===== src/rtl/prince_sbox_round_ctrl_if.sv =====
// prince_sbox_round_ctrl_if: randomness handshake between the PRNG and the
// masked PRINCE S-box round controller.
interface prince_sbox_round_ctrl_if #(
    parameter int RAND_W = 108
);
    logic              rnd_valid;
    logic              rnd_ready;
    logic [RAND_W-1:0] rnd_data;

    modport master (output rnd_valid, output rnd_data, input rnd_ready);
    modport slave  (input rnd_valid, input rnd_data, output rnd_ready);
endinterface


===== src/rtl/prince_sbox_round_ctrl.sv =====
// prince_sbox_round_ctrl: round sequencer for the second-order masked PRINCE
// S-box (three shares, one register stage before compression). Fetches one
// fresh randomness word per round, sequences capture/commit and reports
// busy/done to the encryption FSM.
// Optional feature: define PRINCE_CTRL_ZERO_RAND_REJECT_EN to discard
// all-zero randomness words and raise the sticky rand_err flag.
module prince_sbox_round_ctrl #(
    parameter int ROUNDS   = 12,
    parameter int RAND_W   = 108,
    parameter int SBOX_LAT = 1
) (
    input  logic                       clk,
    input  logic                       rst_n,
    input  logic                       start,
    input  logic                       abort,
    prince_sbox_round_ctrl_if.slave    rnd,
    output logic [RAND_W-1:0]          r_out,
    output logic                       sel,
    output logic                       sbox_en,
    output logic                       state_load,
    output logic                       state_en,
    output logic [3:0]                 round_idx,
    output logic                       inv_phase,
    output logic                       busy,
    output logic                       done,
    output logic                       rand_err
);

    localparam int                 CNT_W      = (SBOX_LAT > 1) ? $clog2(SBOX_LAT) : 1;
    localparam logic [3:0]         LAST_ROUND = 4'(ROUNDS - 1);
    localparam logic [3:0]         HALF_ROUND = 4'(ROUNDS / 2);
    localparam logic [CNT_W-1:0]   WAIT_INIT  = CNT_W'(SBOX_LAT - 1);

    typedef enum logic [2:0] {
        IDLE,
        LOAD,
        FETCH,
        ISSUE,
        WAIT,
        COMMIT,
        DONE
    } state_e;

    state_e              state_q, state_d;
    logic [RAND_W-1:0]   r_out_q, r_out_d;
    logic                sel_q, sel_d;
    logic [3:0]          round_q, round_d;
    logic [CNT_W-1:0]    wait_cnt_q, wait_cnt_d;
    logic                handshake;
    logic                word_ok;

    // The PRNG word is only taken while fetching; abort blocks the handshake.
    assign rnd.rnd_ready = (state_q == FETCH) & ~abort;
    assign handshake     = rnd.rnd_valid & rnd.rnd_ready;

`ifdef PRINCE_CTRL_ZERO_RAND_REJECT_EN
    assign word_ok = |rnd.rnd_data;
`else
    assign word_ok = 1'b1;
`endif

    // Next-state logic: round sequencing, randomness capture and abort override.
    always_comb begin
        state_d    = state_q;
        r_out_d    = r_out_q;
        sel_d      = sel_q;
        round_d    = round_q;
        wait_cnt_d = wait_cnt_q;

        case (state_q)
            IDLE: begin
                if (start) state_d = LOAD;
            end
            LOAD: begin
                round_d = 4'd0;
                sel_d   = 1'b0;
                state_d = FETCH;
            end
            FETCH: begin
                if (handshake && word_ok) begin
                    r_out_d = rnd.rnd_data;
                    state_d = ISSUE;
                end
            end
            ISSUE: begin
                wait_cnt_d = WAIT_INIT;
                state_d    = WAIT;
            end
            WAIT: begin
                if (wait_cnt_q == '0) state_d = COMMIT;
                else                  wait_cnt_d = wait_cnt_q - CNT_W'(1);
            end
            COMMIT: begin
                sel_d = ~sel_q;
                if (round_q == LAST_ROUND) begin
                    state_d = DONE;
                end else begin
                    round_d = round_q + 4'd1;
                    state_d = FETCH;
                end
            end
            DONE: begin
                state_d = IDLE;
            end
            default: begin
                state_d = IDLE;
            end
        endcase

        if (abort) begin
            state_d = IDLE;
            if (state_q != IDLE) begin
                r_out_d = '0;
                round_d = 4'd0;
                sel_d   = 1'b0;
            end
        end
    end

    // Controller registers with asynchronous active-low reset.
    always_ff @(posedge clk or negedge rst_n) begin
        if (!rst_n) begin
            state_q    <= IDLE;
            r_out_q    <= '0;
            sel_q      <= 1'b0;
            round_q    <= 4'd0;
            wait_cnt_q <= '0;
        end else begin
            state_q    <= state_d;
            r_out_q    <= r_out_d;
            sel_q      <= sel_d;
            round_q    <= round_d;
            wait_cnt_q <= wait_cnt_d;
        end
    end

`ifdef PRINCE_CTRL_ZERO_RAND_REJECT_EN
    logic rand_err_q, rand_err_d;

    // Sticky flag for discarded all-zero words, cleared when a new run loads.
    always_comb begin
        rand_err_d = rand_err_q;
        if (state_q == LOAD)              rand_err_d = 1'b0;
        else if (handshake && !word_ok)   rand_err_d = 1'b1;
    end

    // Rejected-randomness flag register.
    always_ff @(posedge clk or negedge rst_n) begin
        if (!rst_n) rand_err_q <= 1'b0;
        else        rand_err_q <= rand_err_d;
    end

    assign rand_err = rand_err_q;
`else
    assign rand_err = 1'b0;
`endif

    assign r_out      = r_out_q;
    assign sel        = sel_q;
    assign round_idx  = round_q;
    assign inv_phase  = (round_q >= HALF_ROUND);
    assign state_load = (state_q == LOAD);
    assign sbox_en    = (state_q == ISSUE);
    assign state_en   = (state_q == COMMIT);
    assign done       = (state_q == DONE);
    assign busy       = (state_q != IDLE);

endmodule


===== src/flat_wrapper.sv =====
// flat-port wrapper written by rule: the top's interface ports become plain ports
module prince_sbox_round_ctrl_flat 
#(
    parameter int ROUNDS   = 12,
    parameter int RAND_W   = 108,
    parameter int SBOX_LAT = 1
)
  (clk, rst_n, start, abort, r_out, sel, sbox_en, state_load, state_en, round_idx, inv_phase, busy, done, rand_err, rnd_rnd_valid, rnd_rnd_data, rnd_rnd_ready);
  prince_sbox_round_ctrl_if #(.RAND_W(RAND_W)) rnd_i ();
  input  logic clk;
  input  logic rst_n;
  input  logic start;
  input  logic abort;
  output logic [RAND_W-1:0] r_out;
  output logic sel;
  output logic sbox_en;
  output logic state_load;
  output logic state_en;
  output logic [3:0] round_idx;
  output logic inv_phase;
  output logic busy;
  output logic done;
  output logic rand_err;
  input wire logic [$bits(rnd_i.rnd_valid)-1:0] rnd_rnd_valid;
  input wire logic [$bits(rnd_i.rnd_data)-1:0] rnd_rnd_data;
  output wire logic [$bits(rnd_i.rnd_ready)-1:0] rnd_rnd_ready;
  assign rnd_i.rnd_valid = rnd_rnd_valid;
  assign rnd_i.rnd_data = rnd_rnd_data;
  assign rnd_rnd_ready = rnd_i.rnd_ready;
  prince_sbox_round_ctrl #(.ROUNDS(ROUNDS), .RAND_W(RAND_W), .SBOX_LAT(SBOX_LAT)) u_core (.clk(clk), .rst_n(rst_n), .start(start), .abort(abort), .rnd(rnd_i), .r_out(r_out), .sel(sel), .sbox_en(sbox_en), .state_load(state_load), .state_en(state_en), .round_idx(round_idx), .inv_phase(inv_phase), .busy(busy), .done(done), .rand_err(rand_err));
endmodule

===== config.mk =====
export PLATFORM = sky130hd
export DESIGN_NAME = prince_sbox_round_ctrl_flat
export DESIGN_NICKNAME = d
export VERILOG_FILES = /design/src/rtl/prince_sbox_round_ctrl_if.sv /design/src/rtl/prince_sbox_round_ctrl.sv /design/src/flat_wrapper.sv
export SDC_FILE = /design/constraint.sdc
export NUM_CORES = 1
export LEC_CHECK = 0
export CORE_ASPECT_RATIO = 1.1
export CORE_MARGIN = 4
export CORE_UTILIZATION = 45
export DETAILED_ROUTE_END_ITERATION = 6
export PLACE_DENSITY_LB_ADDON = 0.1
export SKIP_CTS_REPAIR_TIMING = 1
export SLEW_MARGIN = 20
export SYNTH_ARGS = -nofsm -noshare
export SYNTH_HDL_FRONTEND = slang
export SYNTH_SLANG_ARGS = --single-unit

===== constraint.sdc =====
create_clock -name clk -period 4.2 [get_ports clk]
set_input_delay 0.84 -clock clk [delete_from_list [all_inputs] [get_ports clk]]
set_output_delay 0.84 -clock clk [all_outputs]
set_load 0.02 [all_outputs]

Yosys cells after proc, flatten, opt, wreduce, memory -nomap -nowiden
Cells that the tools add are included.
Storage, ports and cells
  flip-flop bits (word level): 117
Operators by class
  reduce and logical (&&, ||, !) cells: 4
  magnitude comparators: 1
  bitwise logic cells: 4
  equal/unequal tests: 10
  muxes and demuxes: 19
  add/sub/neg operators: 2
Operators with widths (number)
  108-bit two-way mux: 4
  3-bit case mux with 6 select lines: 1
  3-bit two-way mux: 5
  4-bit two-way mux: 3
  3-bit == test (second input constant): 3
  4-bit case mux with 2 select lines: 1
  3-bit by 2-bit == test with 1-bit output (second input constant): 2
  3-bit != test (second input constant): 2
  4-bit by 1-bit adder with 4-bit output (second input constant): 1
  4-bit == test (second input constant): 1
  4-bit by 3-bit >= comparator with 1-bit output (second input constant): 1
  1-bit case mux with 2 select lines: 2
  3-bit by 1-bit == test with 1-bit output (second input constant): 1
  3-bit logical NOT: 1
  1-bit two-way mux: 3
  3-bit by 2-bit != test with 1-bit output (second input constant): 1
  3-bit AND reduction: 1
  3-bit nonzero test: 1
  1-bit AND: 2
  1-bit NOT: 2
  2-bit nonzero test: 1
  1-bit subtractor (second input constant): 1

Longest topological paths before layout
Gate-level depths: netlist of run 1.
  depth after elaboration: 7
  gate-level depth with buffers: 8
  depth with buffers taken out: 4

Worst setup path before layout of run 1
No wires, ideal clock.
  kind: input to output
  from: in abort
  to: out rnd_rnd_ready
  buffers on the path: 2
  data required time: 3360 ps
  setup slack: 1582 ps
  cell stages on the path: 4
  data arrival time: 1778 ps
  cell sequence: or4b_4 buf_6 clkinv_4 buf_2
Between the ends
  longest elaborated chain between the ends: 2
RTL lines
  start: declaration: line flat_wrapper.sv:13  | input logic abort;
  1-bit NOT: line prince_sbox_round_ctrl.sv:53  | assign rnd.rnd_ready = (state_q == FETCH) & ~abort;
  1-bit AND: line prince_sbox_round_ctrl.sv:53
  end: declaration: line flat_wrapper.sv:26  | output wire logic [$bits(rnd_i.rnd_ready)-1:0] rnd_rnd_ready;
No other way between the ends.

Worst setup path after layout of run 1
Same ends and word-level chain as after synthesis.

==> flow_summary.json, run 1 <==
{
  "max_freq_ghz": 0.293,
  "yosysTopAreaCell": "dfrtp_1",
  "grt_pass1_vias": 5024,
  "cpMostUsedCell": "clkdlybuf4s50_1",
  "drive_gt1_share_pct": 5.44,
  "gp_routability_congestion": 0.830,
  "drc": 0,
  "synth_top_cell_area_share_pct": 56.9,
  "fin_worst_skew_ns": 0.00771,
  "setup_slack_ns": 0.789,
  "fin_setup_tns_ns": 0,
  "cts_root_buf": "clkbuf_16",
  "ys.flop_type": "dfrtp_1",
  "async_reset_ff_share_pct": 100,
  "slowest_delay_ns": 0.63,
  "dieArea_um2": 13100,
  "antenna_found_initial": 0,
  "period_share_pct": 81.2,
  "ir_worst_vdd_mv": 0.246,
  "die_w_um": 110,
  "antenna_cells": 0,
  "post-place-ws_ns": 0.789,
  "rsz0062_at_grt": "false",
  "viasPerCell": 5.63,
  "wirelength_um": 16700,
  "worst_pin_slew_ns": 0.949,
  "io_buffers": 232,
  "drv_cap": 0,
  "gr-usage-met3_pct": 9.47,
  "numClockSinks": 116,
  "nets": 859,
  "relSlewSlack_pct": 36.7,
  "grtUsageTotal_pct": 25.3,
  "die_height_um": 120,
  "groute.layer.met2.usage_pct": 40.0,
  "required_ns": 3.36,
  "cts_buffer_depth": 2,
  "rows": 40,
  "syn-cell-area_um2": 5100,
  "p_leak_nw": 3.19,
  "power.density_nw_per_um2": 423,
  "hold_viol": 0,
  "min_path_type": "primary input to asynchronous set/reset pin",
  "synth_seq_area_share_pct": 56.9,
  "grt_max_degree": 110,
  "grt_pass1_wl_um": 26000,
  "min_period_ns": 3.41,
  "start_util_pct": 46.4,
  "gr-total-overflow": 0,
  "synthTopCellsByArea": "dfrtp_1 57%, o21ai_0 11%, a21oi_1 11%",
  "drv_slew": 0,
  "ys_types": 31,
  "cts_max_level": 4,
  "placed_area_um2": 7390,
  "final_cells": 900,
  "finalSetupViolations": 0,
  "final_cell_area_um2": 7930,
  "area_delta_synth_final_pct": 55.2,
  "synth_seq_cells": 116,
  "wire_per_inst_um": 18.6,
  "synth-edff-count": 0,
  "pin_count": 234,
  "insertion_delay_ns": 0.40,
  "cp-end-kind": "primary output",
  "postSynthCellCount": 547,
  "synth_nets": 662,
  "cts_tree": "yes",
  "avgSynthCellArea_um2": 9.33,
  "cpMaxStageDelayCell": "clkdlybuf4s50_1",
  "use_met1_pct": 31.7,
  "timing.hold.ws_ns": 0.498,
  "firstDrtPassIters": 4,
  "grt.busiest_layer": "met2",
  "numCtsBuffers": 17,
  "hpwl_um": 10500,
  "path_class": "primary input to primary output",
  "clk_pin_slew_ns": 0.05,
  "critPathMaxFanout": 5,
  "core_region_area_um2": 11000,
  "placed_cells": 871,
  "ys_warn_count": 0,
  "antenna_left": 0,
  "synth_common_cells": "116 x dfrtp_1, 113 x o21ai_0, 112 x a21oi_1, 111 x nand3_1, 36 x clkbuf_1",
  "vias": 5063,
  "synth.most_common_cell": "dfrtp_1",
  "outcome": "finished, final reports clean",
  "fillers": 836,
  "crit_path_start_kind": "primary input",
  "drt-initial-drc-count": 408,
  "crit_chain": "clkdlybuf4s50_1 -> or4b_4 -> clkinv_4 -> clkdlybuf4s50_1",
  "arrival_ns": 2.57
}
cell families after synthesis:
kind of cell | count (synthesis) | share of synthesized area, %
AOI/OAI and AO/OA | 229 | 22.6
adders and majority gates | 2 | 0.490
buffers and inverters | 67 | 6.20
DFF | 116 | 56.9
muxes | 1 | 0.196
other | 1 | 0.0735
and+or+nand+nor | 131 | 13.5
cell type report:
cell class / count / area [um^2] / share of cell area (%)
tap: 147 / 184 / 2.32
multi-input combinational: 364 / 1890 / 23.8
timing repair buffer: 240 / 2420 / 30.5
inverter: 5 / 23.8 / 0.300
sequential: 116 / 2900 / 36.6
clock buffer: 21 / 470 / 5.94
clock inverter: 7 / 35.0 / 0.442
flip-flops by register name (all words and copies together) (netlist names):
name,cells
u_core.round_idx,4
u_core.state_q,3
u_core.r_out,108
u_core.sel,1
layer usage:
layer	up-vias	wire [um]
li1	2344	-
met1	2499	6500
met2	192	8390
met3	28	1360
met4	0	457
met5	-	0
critical path, delay by kind of cell:
kind / cells / cell delay, ns
buffers and inverters: 3 / 1.16
AND/OR/NAND/NOR: 1 / 0.57
per-stage QoR:
step / util, % / total power [mW]
after floorplan: - / 1.69
after CTS: 71.7 / 3.39
final: 72.0 / 3.36
after detailed placement: 67.1 / 2.14
after global routing: 72.0 / 3.51
after global placement: 66.9 / 2.11
worst paths after layout:
path	start	to	slack, ns	depth (start not counted)
min	rst_n	u_core.r_out[33]	0.50	1
max reg2reg	u_core.state_q[0]	u_core.r_out[58]	1.92	5
max in group asynchronous	rst_n	u_core.r_out[80]	2.79	2
min reg2reg	u_core.r_out[35]	u_core.r_out[35]	0.54	2
max	abort	rnd_rnd_ready	0.79	4
min in group clk	u_core.r_out[35]	u_core.r_out[35]	0.54	2
report_power, final:
part	total, mW	internal [mW]	switching, mW
logic	0.818	0.383	0.435
registers	1.30	1.24	0.0623
clock network	1.24	0.776	0.459
total	3.36	2.40	0.957
layout by cell type (no fill, tap or decap), drive strengths merged, types with 2 or more instances in the layout:
cell type / Yosys / final
clkinv: 2 / 8
nor2: 2 / 2
clkdlybuf4s50: 0 / 230
clkbuf: 36 / 21
buf: 26 / 10
dfrtp: 116 / 116
nand3b: 3 / 3
ha: 2 / 2
a21oi: 112 / 112
o21ai: 113 / 113
nand2: 3 / 3
nand3: 111 / 111
nand2b: 2 / 2
nor2b: 2 / 2
inv: 3 / 4
No activity file was read; power rests on OpenSTA's default activity.
==> run 2: changes to the inputs <==
--- a/config.mk
+++ b/config.mk
@@ -7,7 +7,7 @@
 export LEC_CHECK = 0
 export CORE_ASPECT_RATIO = 1.1
 export CORE_MARGIN = 4
-export CORE_UTILIZATION = 45
+export CORE_UTILIZATION = 38
 export DETAILED_ROUTE_END_ITERATION = 6
 export PLACE_DENSITY_LB_ADDON = 0.1
 export SKIP_CTS_REPAIR_TIMING = 1
==> constraint.sdc (replaced) <==
create_clock -name clk -period 2.9 [get_ports clk]
set_input_delay 0.58 -clock clk [delete_from_list [all_inputs] [get_ports clk]]
set_output_delay 0.58 -clock clk [all_outputs]
set_load 0.02 [all_outputs]
==> run 2 against run 1 <==
Net effect:
- count of clock-buffer cells in the layout is 2 higher
- first-iteration DRC count is 8.1% higher
- critical path depth stayed put
- flip-flop and latch count stayed put
- combinational power is 47% higher
- critical endpoint unchanged
- routed wire length is 3.5% higher
- highest routed layer unchanged
- register-to-register slack worse by 1.1 ns
- global-route usage is 3.1 points lower
==> flow_summary.json, run 2 (synthesis gave the netlist of run 1 again) <==
{
  "outcome": "finished, final reports clean",
  "fin_setup_tns_ns": 0,
  "hpwl_um": 10900,
  "area_delta_synth_final_pct": 59.9,
  "die_w_um": 119,
  "worst_pin_slew_ns": 0.973,
  "core_region_area_um2": 13200,
  "pin_count": 234,
  "power.density_nw_per_um2": 676,
  "p_leak_nw": 3.28,
  "final_common_cell": "clkdlybuf4s50_1",
  "finalSetupViolations": 0,
  "io_buffers": 232,
  "grtUsageTotal_pct": 22.3,
  "rr_endpoint": "u_core.r_out[7]",
  "viasPerCell": 5.51,
  "fin_worst_skew_ns": 0.00948,
  "wire_per_inst_um": 18.8,
  "min_path_type": "primary input to asynchronous set/reset pin",
  "path_class": "primary input to primary output",
  "drv_slew": 0,
  "cp-end-kind": "primary output",
  "insertion_delay_ns": 0.41,
  "gr-total-overflow": 0,
  "relSlewSlack_pct": 35.2,
  "drc": 0,
  "vias": 5061,
  "gp_routability_congestion": 0.795,
  "antenna_found_initial": 0,
  "final_cell_mix": "230 x clkdlybuf4s50_1, 116 x dfrtp_1, 113 x o21ai_0",
  "crit_path_start_kind": "primary input",
  "drive_gt1_share_pct": 6.07,
  "numClockSinks": 116,
  "antenna_cells": 0,
  "r2r_start": "u_core.state_q[0]",
  "die_height_um": 130,
  "antenna_left": 0,
  "firstDrtPassIters": 5,
  "clk_pin_slew_ns": 0.05,
  "largest_register_ffs": 108,
  "numCtsBuffers": 17,
  "period_share_pct": 97.1,
  "cts_buffer_depth": 2,
  "required_ns": 2.32,
  "cp-startpoint": "abort",
  "drt-initial-drc-count": 441,
  "critPathMaxFanout": 2,
  "rsz0062_at_grt": "false",
  "cts_root_buf": "clkbuf_16",
  "nets": 861,
  "reg2reg_slack_ns": 0.80,
  "ir_worst_vdd_mv": 0.353,
  "dieArea_um2": 15400,
  "max_freq_ghz": 0.355,
  "placed_cells": 888,
  "final_cells": 919,
  "grt_pass1_vias": 5141,
  "cts_max_level": 4,
  "drv_cap": 0,
  "wirelength_um": 17300,
  "grt_pass1_wl_um": 27300,
  "start_util_pct": 38.8,
  "grt_max_degree": 110,
  "cts_tree": "yes",
  "min_period_ns": 2.82,
  "rows": 44,
  "hold_viol": 0,
  "arrival_ns": 2.24,
  "worstRegToRegCells": 4
}
-- run 2: cell count changes in the layout (fill, tap and decap cells not counted) --
cell,delta
buf_12,+5
buf_16,-2
buf_6,-1
bufinv_16,+6
clkbuf_8,+2
clkinv_2,-6
clkinv_4,+1
-- run 2: layer usage --
metal	track usage [%]	up-vias	wire [um]
met2	36.3	197	8540
met5	0	-	0
met1	28.0	2489	7040
met3	7.51	23	1330
met4	7.77	0	374
li1	-	2352	-
-- run 2: stage by stage --
stage          hold WS, ns  utilization (%)  total power, mW  worst slack [ns]  cell area [um^2]
5_1_grt              0.177             62.0             5.74            0.0436              8160
3_5_place_dp         0.533             56.8             3.12            0.0728              7470
3_3_place_gp         0.528             56.8             3.09            0.0696              7470
4_1_cts              0.159             62.0             5.56            0.0678              8160
2_1_floorplan        0.284                -             2.44             0.802              5100
6_report             0.151             62.0             5.52            0.0833              8160
-- run 2: worst max path at each step --
stage,cells past startpoint,endpoint,slack (ns)
floorplan,4,rnd_rnd_ready,0.80
global placement,4,rnd_rnd_ready,0.07
detailed placement,4,rnd_rnd_ready,0.07
CTS,4,rnd_rnd_ready,0.07
global route,4,rnd_rnd_ready,0.04
finish,4,rnd_rnd_ready,0.08
-- run 2: report_power, final --
| group | internal [mW] | switching [mW] | total [mW] |
|---|---|---|---|
| logic | 0.562 | 0.638 | 1.20 |
| registers | 1.80 | 0.0916 | 1.89 |
| clock network | 1.72 | 0.709 | 2.43 |
| total | 4.08 | 1.44 | 5.52 |
-- run 2: area by class of cell --
cell class	count	area, um^2
fill	1134	4990
sequential	116	2900
timing repair buffer	242	2450
multi-input combinational	364	1890
clock buffer	23	498
tap	161	201
clock inverter	8	194
inverter	5	23.8
-- run 2: critical path, stage by stage --
cell             delay [ns]
clkdlybuf4s50_1        0.42
or4b_4                 0.56
clkinv_4               0.08
clkdlybuf4s50_1        0.60
